==> src/rtl/mem_arbiter.sv <==
// mem_arbiter: round-robin arbiter sharing one memory port between a
// read-only fetch requester (i_*) and a load/store requester (d_*).
// Each access runs IDLE -> BUSY_I/BUSY_D -> DONE -> IDLE. DONE lasts one
// cycle and carries the granted port's ack pulse. An optional timeout
// aborts a stalled access and reports it on err.
// Ports:
//   clk, reset                     clock, asynchronous active-high reset
//   i_req, i_addr                  fetch request and address
//   i_ack, i_rdata                 fetch ack pulse and read data
//   d_req, d_we, d_addr, d_wdata   load/store request, direction, address, data
//   d_ack, d_rdata                 load/store ack pulse and read data
//   err                            high with the ack of a timed-out access
//   mem_req, mem_we, mem_addr,
//   mem_wdata                      shared memory request (held through BUSY)
//   mem_rdata, mem_rdy             shared memory response
module mem_arbiter #(
  parameter int unsigned DATA_W  = 32,
  parameter int unsigned ADDR_W  = 32,
  parameter int unsigned TIMEOUT = 16
) (
  input  logic              clk,
  input  logic              reset,
  input  logic              i_req,
  input  logic [ADDR_W-1:0] i_addr,
  output logic              i_ack,
  output logic [DATA_W-1:0] i_rdata,
  input  logic              d_req,
  input  logic              d_we,
  input  logic [ADDR_W-1:0] d_addr,
  input  logic [DATA_W-1:0] d_wdata,
  output logic              d_ack,
  output logic [DATA_W-1:0] d_rdata,
  output logic              err,
  output logic              mem_req,
  output logic              mem_we,
  output logic [ADDR_W-1:0] mem_addr,
  output logic [DATA_W-1:0] mem_wdata,
  input  logic [DATA_W-1:0] mem_rdata,
  input  logic              mem_rdy
);

  // Counter only has to reach TIMEOUT-1.
  localparam int unsigned CNT_W = (TIMEOUT > 1) ? $clog2(TIMEOUT) : 1;
  localparam bit TO_EN = (TIMEOUT != 0);
  localparam logic [CNT_W-1:0] CNT_LAST = (TIMEOUT == 0) ? '0 : CNT_W'(TIMEOUT - 1);

  typedef enum logic [1:0] {IDLE, BUSY_I, BUSY_D, DONE} state_t;

  state_t           state_q;
  logic             last_grant_q;  // 0 = fetch, 1 = data
  logic [CNT_W-1:0] cnt_q;

  // Fetch wins when it is alone or when data had the previous grant.
  logic grant_i_c;
  assign grant_i_c = i_req && (!d_req || last_grant_q);

  // Arbitration, memory handshake and registered outputs.
  always_ff @(posedge clk or posedge reset) begin
    if (reset) begin
      state_q      <= IDLE;
      last_grant_q <= 1'b0;
      cnt_q        <= '0;
      i_ack        <= 1'b0;
      d_ack        <= 1'b0;
      err          <= 1'b0;
      i_rdata      <= '0;
      d_rdata      <= '0;
      mem_req      <= 1'b0;
      mem_we       <= 1'b0;
      mem_addr     <= '0;
      mem_wdata    <= '0;
    end else begin
      i_ack <= 1'b0;
      d_ack <= 1'b0;
      err   <= 1'b0;
      case (state_q)
        IDLE: begin
          if (grant_i_c) begin
            state_q      <= BUSY_I;
            last_grant_q <= 1'b0;
            cnt_q        <= '0;
            mem_req      <= 1'b1;
            mem_we       <= 1'b0;
            mem_addr     <= i_addr;
            mem_wdata    <= '0;
          end else if (d_req) begin
            state_q      <= BUSY_D;
            last_grant_q <= 1'b1;
            cnt_q        <= '0;
            mem_req      <= 1'b1;
            mem_we       <= d_we;
            mem_addr     <= d_addr;
            mem_wdata    <= d_wdata;
          end
        end
        BUSY_I, BUSY_D: begin
          // A ready in the timeout cycle still counts as success.
          if (mem_rdy) begin
            state_q <= DONE;
            mem_req <= 1'b0;
            if (state_q == BUSY_I) begin
              i_ack   <= 1'b1;
              i_rdata <= mem_rdata;
            end else begin
              d_ack <= 1'b1;
              if (!mem_we) d_rdata <= mem_rdata;
            end
          end else if (TO_EN && (cnt_q == CNT_LAST)) begin
            state_q <= DONE;
            mem_req <= 1'b0;
            err     <= 1'b1;
            if (state_q == BUSY_I) begin
              i_ack   <= 1'b1;
              i_rdata <= '0;
            end else begin
              d_ack   <= 1'b1;
              d_rdata <= '0;
            end
          end else begin
            cnt_q <= cnt_q + CNT_W'(1);
          end
        end
        DONE: begin
          // Requests are not sampled here; requesters drop req next cycle.
          state_q <= IDLE;
        end
        default: state_q <= IDLE;
      endcase
    end
  end

endmodule

==> config.mk <==
export PLATFORM = sky130hd
export DESIGN_NAME = mem_arbiter
export DESIGN_NICKNAME = d
export VERILOG_FILES = /design/src/rtl/mem_arbiter.sv
export SDC_FILE = /design/constraint.sdc
export NUM_CORES = 1
export LEC_CHECK = 0
export ABC_AREA = 1
export BUFFER_PORTS_ARGS = -buffer_cell sky130_fd_sc_hd__buf_2
export CAP_MARGIN = 20
export CORE_MARGIN = 1.5
export CORE_UTILIZATION = 52
export CTS_CLUSTER_DIAMETER = 30
export CTS_CLUSTER_SIZE = 40
export DETAILED_ROUTE_END_ITERATION = 10
export PLACE_DENSITY = 0.83
export SLEW_MARGIN = 10
export SYNTH_ARGS = -nofsm -noshare
export SYNTH_HDL_FRONTEND = slang
export SYNTH_SLANG_ARGS = --single-unit
==> constraint.sdc <==
create_clock -name clk -period 10.53 [get_ports clk]
set_input_delay 1.5795 -clock clk [delete_from_list [all_inputs] [get_ports clk]]
set_output_delay 1.5795 -clock clk [all_outputs]
set_load 0.01 [all_outputs]
# Word-level counts from Yosys, hierarchy flattened
# Cells that the tools add are included.
dict set report word_totals {
  n_memories 0
  output_inout_bits 133
  inputBits 134
  latch_bits 0
  elab_cells 79
  ram_bits 0
  regBits 140
  rom_bits 0
}
dict set report classes {
  shift 0
  div_mod_pow 0
  eq_ne 9
  n_mul 0
  bitwise_logic 1
  muxes 42
  n_addsub 1
  n_lt_le_gt_ge 0
  reduce_logical 14
}
# op count
set ops {}
lappend ops {{two-way mux 32 bit} 13}
lappend ops {{two-way mux 1 bit} 18}
lappend ops {{two-way mux 4 bit} 4}
lappend ops {{two-way mux 2 bit} 4}
lappend ops {{one-hot mux 4 bit (2 select lines)} 1}
lappend ops {{AND reduction 4 bit} 2}
lappend ops {{!= test 2 bit (second input constant)} 3}
lappend ops {{!= test 3 bit (second input constant)} 2}
lappend ops {{one-hot mux 2 bit (3 select lines)} 1}
lappend ops {{AND reduction 3 bit} 2}
lappend ops {{nonzero test 2 bit} 3}
lappend ops {{adder 4 x 1 -> 4 bit (second input constant)} 1}
lappend ops {{equality test 2 bit (second input constant)} 2}
lappend ops {{equality test 4 bit (second input constant)} 1}
lappend ops {{AND reduction 2 bit} 2}
lappend ops {{equality test 2 x 1 -> 1 bit (second input constant)} 1}
lappend ops {{zero test 2 bit} 1}
lappend ops {{one-hot mux 1 bit (2 select lines)} 1}
lappend ops {{OR reduction 2 bit} 1}
lappend ops {{logical AND 1 bit} 1}
lappend ops {{zero test 1 bit} 1}
lappend ops {{logical OR 1 bit} 1}
lappend ops {{NOT 1 bit} 1}

# Depth between registers and ports, before layout
# Gate-level depths: netlist of run 1.
dict set report logic_depth {
  depth_word 5
  depth_mapped 10
  depth_no_buf 9
}

# Worst setup path before layout of run 1
# OpenSTA, ideal clock, no wires.
dict set report synth_timing {
  kind {input port to flip-flop}
  startpoint {in i_req}
  endpoint {reg mem_addr[8]}
  stages 7
  slack_ns 8.058
  required_ns 10.409
  path_buffers 3
  arrival_time_ns 2.351
  cell_sequence {buf_2 > nor2_4 > nor2_4 > buf_4 > buf_4 > nand2_1 > nand2_1}
}
dict set report synth_via {
  elab_chain_cells 3
  word_cells_on_any_way 4
  cone_classes {mux (1); reduce/logical (3)}
}
# item line
set synth_rtl {}
lappend synth_rtl {{start: declaration} 23} ;# input logic i_req,
lappend synth_rtl {{logical AND 1 bit (*)} 55} ;# assign grant_i_c = i_req && (!d_req || last_grant_q);
lappend synth_rtl {{nonzero test 2 bit (no source line)} n/a}
lappend synth_rtl {{AND reduction 2 bit (no source line)} n/a}
lappend synth_rtl {{end signal: assignment} 84} ;# mem_addr <= i_addr;
lappend synth_rtl {{end signal: assignment} 92} ;# mem_addr <= d_addr;
lappend synth_rtl {{end: declaration} 36} ;# output logic [ADDR_W-1:0] mem_addr,
# Every way passes the cells marked *; elsewhere a longest branch is shown, timed or not.
# A chain may end at the register's enable or synchronous reset.

# Final worst setup path of run 1
dict set report layout_timing {
  startpoint {in mem_rdy}
  endpoint {reg d_rdata[30]}
}
dict set report layout_via {
  elab_chain_cells 2
  word_cells_on_any_way 4
  cone_classes {eq/ne (1); mux (1); reduce/logical (2)}
}
# item line
set layout_rtl {}
lappend layout_rtl {{start: declaration} 39} ;# input logic mem_rdy
lappend layout_rtl {{!= test 2 bit (no source line) or nonzero test 2 bit (tied branches)} n/a}
lappend layout_rtl {{AND reduction 4 bit (no source line)} n/a}
lappend layout_rtl {{end signal: assignment} 106} ;# if (!mem_we) d_rdata <= mem_rdata;
lappend layout_rtl {{end: declaration} 32} ;# output logic [DATA_W-1:0] d_rdata,
# Several ways; a longest one is shown, not always the timed one.

==> flow_metrics.py, run 1 <==
metrics = {
    "run_status": {
        "status": "completed",
    },
    "clock_network": {
        "postCtsResizedCells": 0,
        "cts_max_level": 4,
        "cts-buffers-inserted": 17,
        "clk-insertion-delay-late_ps": 410,
        "clk_pin_slew_ps": 50,
        "cts_root_buffer": "clkbuf_16",
        "ctsHoldBuffers": 0,
        "cts_tree": "built",
        "ctsLongestPathBuffers": 2,
        "cts_sinks": 140,
        "post_cts_buffers": 0,
    },
    "cells_and_area": {
        "nets": 1188,
        "antennaDiodeCount": 0,
        "fin_cells": 1230,
        "finish.utilization_pct": 69.2,
        "layout-drive-gt1-share_pct": 29.8,
        "area_growth_pct": 27.8,
    },
    "drt": {
        "ant_nets": 0,
        "via_per_inst": 5.24,
        "wl_per_cell_um": 14.8,
        "routed_wirelength_um": 18200,
        "vias": 6450,
        "drc": 0,
        "dr.pass1.iters": 5,
        "drt_iter0_markers": 773,
    },
    "sta": {
        "worst_slew_pin_slew_ps": 1030,
        "fin_skew_ps": 6.69,
        "slew_headroom_pct": 31.0,
        "finalWorstPathRequiredPeriod_ps": 3540,
        "hold_violations": 0,
        "rsz0062_at_grt": "false",
        "max_clock_freq_ghz": 0.282,
        "slew_violations": 0,
        "min_period_over_period_pct": 33.6,
        "fin_setup_tns_ps": 0,
        "finalSetupViolCount": 0,
    },
    "global_route": {
        "grt_pass1_vias": 5965,
        "grt_max_degree": 77,
        "antenna_found_initial": 0,
        "grt_first_pass_wirelength_um": 28600,
        "gr-usage-all-layers_pct": 27.5,
        "overflow": 0,
    },
    "synth": {
        "netlist.area_leader.share_pct": 53.2,
        "syn_inst": 823,
        "netlist_top_cells_area": "dfrtp_1 53%, nand2_1 20%, nand4_1 6.2%",
        "synth.most_common_cell": "nand2_1",
        "netlist_area_um2": 6580,
        "synth_largest_area_cell": "dfrtp_1",
        "synth_edf_count": 0,
        "async_flop_share_pct": 100,
        "ys_warn_count": 0,
        "synth.distinct_cells": 24,
        "synth_nets": 960,
        "seq_area_frac_synth_pct": 53.2,
        "ys.flop_type": "dfrtp_1",
        "syn_area_per_cell_um2": 8.00,
        "synth_common_cells": "354 x nand2_1, 140 x dfrtp_1, 70 x nand3_1",
        "synth_seq_cells": 140,
    },
    "power": {
        "p_per_area_nw_per_um2": 292,
        "peakVddDrop_v": 0.000146,
        "cellLeakagePower_nw": 4.96,
    },
    "placement": {
        "gp_congestion": 0.828,
        "io_buffer_count": 266,
        "place_hpwl_um": 12300,
        "dp.cells": 1199,
    },
    "critical_path": {
        "start_kind": "input pin",
        "cp.arrival_ps": 3830,
        "crit_path_end_kind": "flop",
        "worstSetupPathType": "input pin to flop",
        "cp_max_fo": 68,
        "required_ps": 10820,
    },
    "run": {
        "cap_viol_max_count": 0,
    },
    "die": {
        "ios": 267,
        "die_w_um": 116,
        "start_util_pct": 54.1,
        "coreArea_um2": 12200,
        "rows": 40,
        "dieHeight_um": 116,
        "die_area_um2": 13300,
    },
    "hold_path": {
        "min_path_type": "flop to flop",
    },
}
-- path summary, 6_finish.rpt --
path / from / to / slack [ps] / depth (start not counted)
max: mem_rdy / d_rdata[30] / 6990 / 7
min: i_rdata[19] / i_rdata[19] / 470 / 2
min reg2reg: i_rdata[19] / i_rdata[19] / 470 / 2
max reg2reg: state_q[1] / mem_wdata[4] / 8000 / 8
max in group asynchronous: reset / mem_wdata[31] / 7950 / 3
min in group asynchronous: reset / mem_wdata[26] / 1280 / 2
-- flip-flops by register name, summed over array words and instances (netlist names) --
signal	flops
mem_addr	32
d_rdata	32
last_grant_q	1
mem_we	1
d_ack	1
i_rdata	32
err	1
state_q	2
cnt_q	4
mem_wdata	32
mem_req	1
i_ack	1
-- where the power goes --
part	internal, mW	switching (mW)
Clock	0.332	0.212
Combinational	0.352	0.684
Sequential	0.761	0.113
-- cells in the final DEF (no fill, tap or decap), types with 2 or more instances in the layout --
cell / netlist / layout
buf_2: 30 / 266
buf_4: 14 / 7
clkbuf_1: 19 / 3
clkbuf_16: 0 / 17
clkbuf_8: 0 / 2
clkinv_1: 20 / 20
clkinv_2: 0 / 5
clkinvlp_4: 0 / 2
dfrtp_1: 140 / 140
ha_1: 3 / 2
inv_1: 22 / 21
inv_2: 4 / 4
nand2_1: 354 / 353
nand2_2: 1 / 2
nand3_1: 70 / 70
nand3_2: 3 / 3
nand4_1: 65 / 65
nor2_1: 3 / 3
nor2_4: 2 / 2
o21ai_0: 35 / 35
o21ai_1: 30 / 30
-- worst max-delay path, cell delays in order --
cell and delay, ps:
buf_2 80, buf_4 530, inv_2 60, nand2_2 510, nand3_2 720, nand2_1 260, nand2_1 80
-- through the flow --
| step | power [mW] | cell area, µm² | hold WS [ps] | worst slack [ps] |
|---|---|---|---|---|
| 2_1_floorplan | 1.54 | 6580 | 449 | 5200 |
| 3_3_place_gp | 1.87 | 7840 | 448 | 6480 |
| 3_5_place_dp | 1.90 | 7860 | 453 | 6540 |
| 4_1_cts | 2.45 | 8390 | 467 | 6980 |
| 5_1_grt | 2.64 | 8420 | 491 | 6780 |
| 6_report | 2.45 | 8420 | 465 | 6990 |
-- final cells by class --
class / instances / area, µm²
Fill cell: 1024 / 3740
Sequential cell: 140 / 3500
Multi-Input combinational cell: 571 / 2560
Timing Repair Buffer: 275 / 1430
Clock buffer: 22 / 464
Tap cell: 168 / 210
Inverter: 46 / 178
Clock inverter: 8 / 70.1
-- logic make-up (layout without fill, tap and decap cells) --
family / after synthesis / count (layout) / share of synthesized area (%)
compound gates: 68 / 68 / 5.30
fa+ha+maj: 3 / 3 / 0.570
buf+inv: 112 / 351 / 7.98
flops: 140 / 140 / 53.2
simple gates: 500 / 500 / 32.9
-- routing by layer --
layer  global-route usage (%)  routed length (µm)  up-vias
met5                        0                   0        -
met4                     10.4                 436        0
met3                     6.96                1710       35
met2                     45.0                8740      322
met1                     35.6                7330     2975
li1                         -                   -     3118
(Power assumes the default switching activity.)
==> run 2, diff against run 1 <==
--- a/config.mk
+++ b/config.mk
@@ -9,11 +9,11 @@
 export BUFFER_PORTS_ARGS = -buffer_cell sky130_fd_sc_hd__buf_2
 export CAP_MARGIN = 20
 export CORE_MARGIN = 1.5
-export CORE_UTILIZATION = 52
+export CORE_UTILIZATION = 44
 export CTS_CLUSTER_DIAMETER = 30
 export CTS_CLUSTER_SIZE = 40
 export DETAILED_ROUTE_END_ITERATION = 10
-export PLACE_DENSITY = 0.83
+export PLACE_DENSITY = 0.75
 export SLEW_MARGIN = 10
 export SYNTH_ARGS = -nofsm -noshare
 export SYNTH_HDL_FRONTEND = slang
==> constraint.sdc (replaced) <==
create_clock -name clk -period 3.1 [get_ports clk]
set_input_delay 0.465 -clock clk [delete_from_list [all_inputs] [get_ports clk]]
set_output_delay 0.465 -clock clk [all_outputs]
set_load 0.01 [all_outputs]
==> run 2 against run 1 <==
  * Clock power grew to 3.9 times the previous value
  * Clock skew shrank 0.67 ps
  * Non-clock buffer count up 6
  * Core utilization decreased by 10 points
  * Register-to-register slack worse by 7000 ps
  * Design area grew 2.0%
  * Sequential share of layout area shrank 0.81 points
  * Via count down 0.82%
  * Clock-buffer cell count unchanged
  * Worst hold slack worse by 290 ps
  * Critical endpoint is now d_rdata[4]
  * Highest routed layer unchanged
==> flow_metrics.py, run 2 (synthesis results as in run 1) <==
metrics = {
    "clock_network": {
        "clk_pin_slew_ps": 60,
        "ctsHoldBuffers": 0,
        "cts_sinks": 140,
        "cts_tree": "built",
        "cts_root_buffer": "clkbuf_16",
        "ctsLongestPathBuffers": 2,
        "postCtsResizedCells": 0,
        "cts-buffers-inserted": 17,
        "clk-insertion-delay-late_ps": 420,
        "post_cts_buffers": 0,
        "cts_max_level": 4,
    },
    "critical_path": {
        "worstSetupPathType": "flop to flop",
        "cp_cell_sequence": "inv_1 > ha_2 > nand3_2 > nand2_1 > nand2_1",
        "start_kind": "flop",
        "cpPeakStageDelay_ps": 650,
        "cp.arrival_ps": 2430,
        "required_ps": 3390,
        "critical_path.slowest_cell": "nand3_2",
        "cpMostUsedCell": "nand2_1",
        "cp_max_fo": 32,
        "crit_path_end_kind": "flop",
    },
    "run_status": {
        "status": "completed",
    },
    "power": {
        "cellLeakagePower_nw": 5.03,
        "swShare_pct": 40.2,
        "finalPower_mw": 8.61,
        "p_int_mw": 5.15,
        "p_sw_mw": 3.46,
        "p_clk_share_pct": 24.8,
        "combPwrFrac_pct": 40.4,
        "seq_power_share_pct": 34.7,
        "p_per_area_nw_per_um2": 1000,
        "peakVddDrop_v": 0.000432,
    },
    "die": {
        "coreArea_um2": 14600,
        "dieHeight_um": 125,
        "die_w_um": 125,
        "start_util_pct": 45.1,
        "rows": 44,
        "ios": 267,
        "die_area_um2": 15700,
    },
    "sta": {
        "hold_violations": 0,
        "min_period_over_period_pct": 68.9,
        "finalSetupViolCount": 0,
        "worst_slew_pin_slew_ps": 733,
        "finalWorstPathRequiredPeriod_ps": 2130,
        "slew_violations": 0,
        "fin_setup_tns_ps": 0,
        "max_clock_freq_ghz": 0.468,
        "slew_headroom_pct": 51.1,
        "fin_skew_ps": 6.02,
        "rsz0062_at_grt": "false",
    },
    "global_route": {
        "gr-usage-all-layers_pct": 24.1,
        "grt_first_pass_wirelength_um": 30400,
        "grt_most_used_layer": "met2",
        "antenna_found_initial": 1,
        "met3_usage_pct": 6.03,
        "grt_use_met2_pct": 38.8,
        "grt_max_degree": 76,
        "overflow": 0,
        "grt_use_met1_pct": 32.7,
        "grt_pass1_vias": 6118,
    },
    "run": {
        "cap_viol_max_count": 0,
    },
    "drt": {
        "routed_wirelength_um": 18500,
        "drc": 0,
        "vias": 6397,
        "drt_iter0_markers": 542,
        "ant_nets": 0,
        "wl_per_cell_um": 14.7,
        "dr.pass1.iters": 5,
        "via_per_inst": 5.10,
    },
    "cells_and_area": {
        "area_growth_pct": 30.4,
        "mostFrequentLayoutCell": "nand2_1",
        "nets": 1194,
        "most-common-layout-cells": "353 x nand2_1, 266 x buf_2, 140 x dfrtp_1",
        "layout-drive-gt1-share_pct": 30.7,
        "finish.utilization_pct": 58.8,
    },
    "placement": {
        "place_hpwl_um": 12600,
        "io_buffer_count": 266,
        "gp_congestion": 0.785,
    },
    "hold_path": {
        "min_path_type": "input pin to async pin",
    },
}
run 2: cell count changes in the layout (fill, tap and decap cells not counted):
cell | before | now
buf_4 | 7 | 12
clkbuf_8 | 2 | 5
clkinv_2 | 5 | 3
buf_12 | 1 | 3
clkbuf_1 | 3 | 0
clkinv_4 | 0 | 1
clkinvlp_4 | 2 | 4
diode_2 | 0 | 1
buf_16 | 1 | 0
bufinv_16 | 1 | 3
inv_6 | 1 | 0
run 2: stage by stage:
step	cells	hold WS, ps	worst slack (ps)	cell area [µm²]
finish	1255	176	965	8580
global route	1254	198	747	8580
CTS	1254	182	928	8580
detailed placement	1222	454	942	7950
global placement	1222	448	995	7950
floorplan	823	449	886	6590
run 2: layer usage:
metal,vias to the layer above,wire length [µm]
met5,-,0
met4,0,230
met3,18,1370
met2,263,8820
met1,2973,8040
li1,3143,-
run 2: worst paths after layout:
kind                        startpoint       endpoint  slack, ps  cells after the start
max in group asynchronous        reset     i_rdata[5]       2580                      3
setup / recovery            state_q[0]     d_rdata[4]        970                      5
hold reg to reg                mem_req        mem_req        460                      2
setup reg to reg            state_q[0]     d_rdata[4]        970                      5
hold / removal                   reset    mem_addr[2]        180                      3
min in group clk           d_wdata[31]  mem_wdata[31]        280                      3
run 2: power groups by stage:
stage	clock, mW	sequential (mW)	combinational (mW)
finish	2.14	2.99	3.48
global route	2.26	3.07	3.90
CTS	2.17	2.99	3.51
detailed placement	0	3.00	3.51
global placement	0	3.00	3.44
floorplan	0	3.31	1.92
run 2: cell type report:
cell class,instances,area (µm²)
Inverter,46,176
Tap cell,184,230
Clock inverter,10,136
Clock buffer,22,494
Multi-Input combinational cell,571,2560
Timing Repair Buffer,281,1480
Fill cell,1359,6000
Antenna cell,1,2.50
Sequential cell,140,3500
run 2: critical path, delay by kind of cell, from the launching register on:
kind | cells | cell delay, ps
simple gates | 3 | 980
flops | 1 | 370
fa+ha+maj | 1 | 600
buf+inv | 1 | 50
